--- src/rtl/mixer_prims.sv ---
// Audio mixer datapath primitives: a 24-bit sample ring buffer, a sticky
// pop-request latch and a fixed-latency signed Q8.24 scale multiplier.
// The three functions share clk/rst only; none observes the others' state.
//
// Strobe semantics (all inputs are level-sampled on the rising clk edge,
// there is no ready/backpressure anywhere): rb_we_i and rb_pop_i each act on
// every edge they are high, pl_pop_i/pl_ack_pop_i are likewise per-edge
// requests, and the multiplier accepts a new operand pair on every edge.
module mixer_prims #(
   parameter int RB_LEN       = 4,
   parameter int RB_LEN_LOG2  = 2,
   parameter int MULT_LATENCY = 6
) (
   input  logic                   clk,
   input  logic                   rst,
   // ring buffer
   input  logic [23:0]            rb_data_i,
   input  logic                   rb_we_i,
   input  logic                   rb_pop_i,
   input  logic [RB_LEN_LOG2-1:0] rb_offset_i,
   output logic [23:0]            rb_data_o,
   // pop latch
   input  logic                   pl_pop_i,
   input  logic                   pl_ack_pop_i,
   output logic                   pl_pop_latched_o,
   // multiplier
   input  logic [23:0]            mp_mpcand_i,
   input  logic [31:0]            mp_scale_i,
   output logic [31:0]            mp_mprod_o
);

   // Operand capture takes one edge and the product register another, so
   // the remaining latency is spent in plain delay stages after the product.
   localparam int PIPE_LEN = MULT_LATENCY - 1;

   localparam logic [RB_LEN_LOG2-1:0] PTR_ONE = 1;

   // ------------------------------------------------------------------
   // Ring buffer
   // ------------------------------------------------------------------
   logic [23:0]            mem_q [RB_LEN];
   logic [RB_LEN_LOG2-1:0] wptr_q, wptr_d;
   logic [RB_LEN_LOG2-1:0] rptr_q, rptr_d;
   logic [RB_LEN_LOG2-1:0] rd_idx;

   // Pointer next-state: each strobe advances its own pointer, wrapping freely.
   always_comb begin
      wptr_d = wptr_q;
      rptr_d = rptr_q;
      if (rb_we_i)  wptr_d = wptr_q + PTR_ONE;
      if (rb_pop_i) rptr_d = rptr_q + PTR_ONE;
   end

   // Pointer and storage registers; no full/empty protection, overwrite is silent.
   always_ff @(posedge clk or posedge rst) begin
      if (rst) begin
         wptr_q <= '0;
         rptr_q <= '0;
         for (int i = 0; i < RB_LEN; i++) mem_q[i] <= '0;
      end else begin
         wptr_q <= wptr_d;
         rptr_q <= rptr_d;
         if (rb_we_i) mem_q[wptr_q] <= rb_data_i;
      end
   end

   // Combinational read relative to the read pointer; index wraps by truncation.
   always_comb begin
      rd_idx    = rptr_q + rb_offset_i;
      rb_data_o = mem_q[rd_idx];
   end

   // ------------------------------------------------------------------
   // Pop latch
   // ------------------------------------------------------------------
   logic pop_latched_q, pop_latched_d;

   // Set wins over clear so a request arriving with an ack is never lost.
   always_comb begin
      pop_latched_d = pop_latched_q;
      if (pl_pop_i)          pop_latched_d = 1'b1;
      else if (pl_ack_pop_i) pop_latched_d = 1'b0;
   end

   // Latch state register.
   always_ff @(posedge clk or posedge rst) begin
      if (rst) pop_latched_q <= 1'b0;
      else     pop_latched_q <= pop_latched_d;
   end

   assign pl_pop_latched_o = pop_latched_q;

   // ------------------------------------------------------------------
   // Multiplier
   // ------------------------------------------------------------------
   logic signed [23:0] mpcand_q;
   logic signed [31:0] scale_q;
   logic signed [55:0] full_d;
   logic [31:0]        pipe_q [PIPE_LEN];

   // Full-precision signed product; both operands sign-extended to 56 bits.
   always_comb begin
      full_d = 56'(mpcand_q) * 56'(scale_q);
   end

   // Operand capture, product truncation (>>24, no rounding) and delay line.
   always_ff @(posedge clk or posedge rst) begin
      if (rst) begin
         mpcand_q <= '0;
         scale_q  <= '0;
         for (int i = 0; i < PIPE_LEN; i++) pipe_q[i] <= '0;
      end else begin
         mpcand_q  <= mp_mpcand_i;
         scale_q   <= mp_scale_i;
         pipe_q[0] <= full_d[55:24];
         for (int i = 1; i < PIPE_LEN; i++) pipe_q[i] <= pipe_q[i-1];
      end
   end

   assign mp_mprod_o = pipe_q[PIPE_LEN-1];

endmodule

--- config.mk ---
export PLATFORM = sky130hd
export DESIGN_NAME = mixer_prims
export DESIGN_NICKNAME = d
export VERILOG_FILES = /design/src/rtl/mixer_prims.sv
export SDC_FILE = /design/constraint.sdc
export NUM_CORES = 2
export LEC_CHECK = 0
export ABC_AREA = 1
export CAP_MARGIN = 10
export CORE_MARGIN = 8
export CORE_UTILIZATION = 60
export DETAILED_ROUTE_END_ITERATION = 12
export GPL_TIMING_DRIVEN = 0
export PLACE_DENSITY = 0.79
export SYNTH_ARGS = -nofsm -noshare
export SYNTH_HDL_FRONTEND = slang
export SYNTH_SLANG_ARGS = --single-unit
--- constraint.sdc ---
create_clock -name clk -period 12 [get_ports clk]
set_input_delay 1.8 -clock clk [delete_from_list [all_inputs] [get_ports clk]]
set_output_delay 1.8 -clock clk [all_outputs]
set_load 0.02 [all_outputs]
==> qor.txt <==
Setup TNS - 0 ps
Critical setup path kind - flip-flop to flip-flop
Maxcap violations - 0
Io pins - 145
Top cells by count, synth - inv_1, nand2_1, fa_1, dfrtp_1, clkbuf_1
CP max stage delay - 870 ps
P&R area growth vs syn - 9.81%
Worst slew margin - 0.182
Clk pin slew, worst setup/hold paths - 60 ps
FF+latch count, synth - 317
Post-cts gate resize count - 0
Clock Skew - 69.3 ps
WL final - 117000 microns
Routed Antenna Nets - 0
Worst Setup End Kind - flip-flop
Share of layout cells above drive strength 1 - 0.0296
Critical path, cell by cell - clkbuf_1 > nand2_1 > inv_1 > fa_1 > fa_1 > inv_1 > fa_1 > inv_1 > fa_1 > fa_1 > fa_1 > fa_1 > ha_1 > nand2_1 > nor2_1 > inv_1 > nor2_2 > nand2_1 > nor3_1 > nand2_1 > nand4_1 > nand2_1
Pins over their slew limit - 0
First-iteration detailed-routing DRC count - 3048
First-pass GRT wire length - 182000 microns
WHS Endpoint - pipe_q[53]$_DFF_PP0_
Post-synthesis mux area share - 0.00626
Clk Latency, worst-skew pair - 600 ps
Final period utilization - 0.692
Routability Congestion - 1.04
Maximum clock rate - 120 MHz
Arrival time worst endpoint - 8730 ps
Most frequent CP cell - fa_1
Post-Synth Simple-Gate Area - 0.140
CTS H-Tree Depth - 2
Hold buffer count at CTS - 0
Clock Sinks - 317
Synth Area in Compound Gates - 0.0394
Area leader, netlist - fa_1
Critical path peak fanout - 10
Actual slew at the worst max-slew pin - 1230 ps
Initial antenna violation count - 3
Final net count - 5595
Chip width - 269 microns
Design area - 0.0421 sq mm
Crit-path slowest cell - fa_1
R2r worst-path depth - 22
Top-count cell post-synth - inv_1
Final setup vio count - 0
Die footprint - 0.0723 sq mm
CP required - 12420 ps
RSZ-0062 raised after global routing - false
Post-DP HPWL - 95600 microns
Largest family of logic cells by synthesized area - adder cells
FP Rows - 92
Final min period - 8310 ps
Total core area - 0.0632 sq mm
Post-synth EDFFs - 0
Flop2flop setup slack - 3690 ps
Final worst slack - 3690 ps
Yosys Warn Count - 0
Hold Path Origin - pipe_q[85]$_DFF_PP0_
Drt pass-1 iters - 6
Vias in the first global route - 31900
Root Buffer - clkbuf_16
Sequential area share after synthesis - 0.207
CP Launch Type - flip-flop
Starting density of the core - 0.607
R2R Path Start - mpcand_q[1]$_DFF_PP0_
Worst Hold Path Cells - 0
Final routed DRC violation total - 0
GRT Util Overall - 0.339
Post-CTS Setup Repair Bufs - 0
Syn_nets - 5413
Status - complete, no violations
Gr ovfl total - 0
Post-Synthesis Cells - 4392
CTS buffer count - 35
Share of the synthesized area in the top cell type - 0.408
Synth Area in XOR/XNOR - 0.00571
Worst flop-to-flop path endpoint - pipe_q[158]$_DFF_PP0_
Synthesized area - 0.0384 sq mm
DR WL/cell - 21.6 microns
Ys async rst share - 1.00
Largest net degree at the start of global routing - 118
Max clock buf depth - 3
Dpl ws - 3920 ps
Distinct cells, synth - 33
CTS tree - yes
Via count - 29800
I/O Buffers - 143
Ranking of synthesized cells by area - fa_1, dfrtp_1, inv_1, nand2_1, ha_1
Min-delay worst type - flip-flop to flip-flop
Synth Flop Type - dfrtp_1
Vias per std cell - 5.47
Final Hold Viols - 0
Placed instance area - 0.0409 sq mm
Syn Area/Cell - 8.73 sq um
Die height - 269 microns
Adder-Cell Fraction of Synth Area - 0.457
[state kept, by name, summed over array words and instances, names as in the netlist]
signal / cells
rptr_q: 2
wptr_q: 2
mp_mprod_o: 32
scale_q: 32
mem_q: 96
mpcand_q: 24
pl_pop_latched_o: 1
pipe_q: 128
[cell usage in the layout (no fill, tap or decap), drive strengths merged]
cell type,n
clkinv,10
xor2,12
or2,29
inv,1243
diode,3
clkbuf,212
buf,40
a31oi,1
o21ai,161
fa,782
o21bai,14
nand2,1125
a21o,1
a21boi,1
nor3,12
nor4,2
a21oi,76
nor2,138
nand3b,2
dfrtp,317
nand4,12
clkdlybuf4s50,143
ha,151
xnor2,13
nand3,50
mux2i,24
bufinv,3
o211ai,24
o21a,2
[worst max-delay path, delay by kind of cell, from the launching register on]
family	cells	cell delay, ps
flops	1	510
simple gates	9	1320
buf+inv	5	1620
fa+ha+maj	8	4700
[layer usage]
| metal | part of all wire | global-route usage |
|---|---|---|
| met1 | 0.35 | 0.413 |
| met3 | 0.11 | 0.0834 |
| met2 | 0.46 | 0.542 |
| met4 | 0.081 | 0.218 |
| met5 | 0.00020 | 0 |
[logic make-up after synthesis]
| family | count (synthesis) |
|---|---|
| AOI/OAI and AO/OA | 280 |
| DFF | 317 |
| adders and majority gates | 933 |
| and+or+nand+nor | 1370 |
| xor gates and xnor gates | 25 |
| muxes | 24 |
| buffers and inverters | 1443 |
[layout make-up]
cell class                      instances  area [sq um]
Inverter                             1241          4670
Buffer                                202           885
Fill cell                            5096         21100
Clock buffer                           48           995
Timing Repair Buffer                  145          1490
Clock inverter                         15           210
Antenna cell                            3          7.51
Multi-Input combinational cell       2632         24900
Sequential cell                       317          7930
Tap cell                              846          1060
[per-stage QoR]
stage,cells,hold WS [ps],util
final,5449,331,0.667
after global routing,5446,341,0.666
after CTS,5446,329,0.666
after detailed placement,5383,335,0.647
after global placement,5381,333,0.646
after floorplan,4392,331,-
[worst max path at each step]
stage	startpoint	end	slack [ps]
floorplan	rst	mem_q[0]$_DFFE_PP0P_	1430
global placement	rst	mpcand_q[14]$_DFF_PP0_	-1890
detailed placement	mpcand_q[1]$_DFF_PP0_	pipe_q[158]$_DFF_PP0_	3920
CTS	mpcand_q[1]$_DFF_PP0_	pipe_q[158]$_DFF_PP0_	3900
global route	mpcand_q[1]$_DFF_PP0_	pipe_q[158]$_DFF_PP0_	3430
finish	mpcand_q[1]$_DFF_PP0_	pipe_q[158]$_DFF_PP0_	3690
Power is left out: the tool's default activity adds up to more than one toggle a clock period on the data nets, which glitch-free logic cannot reach.
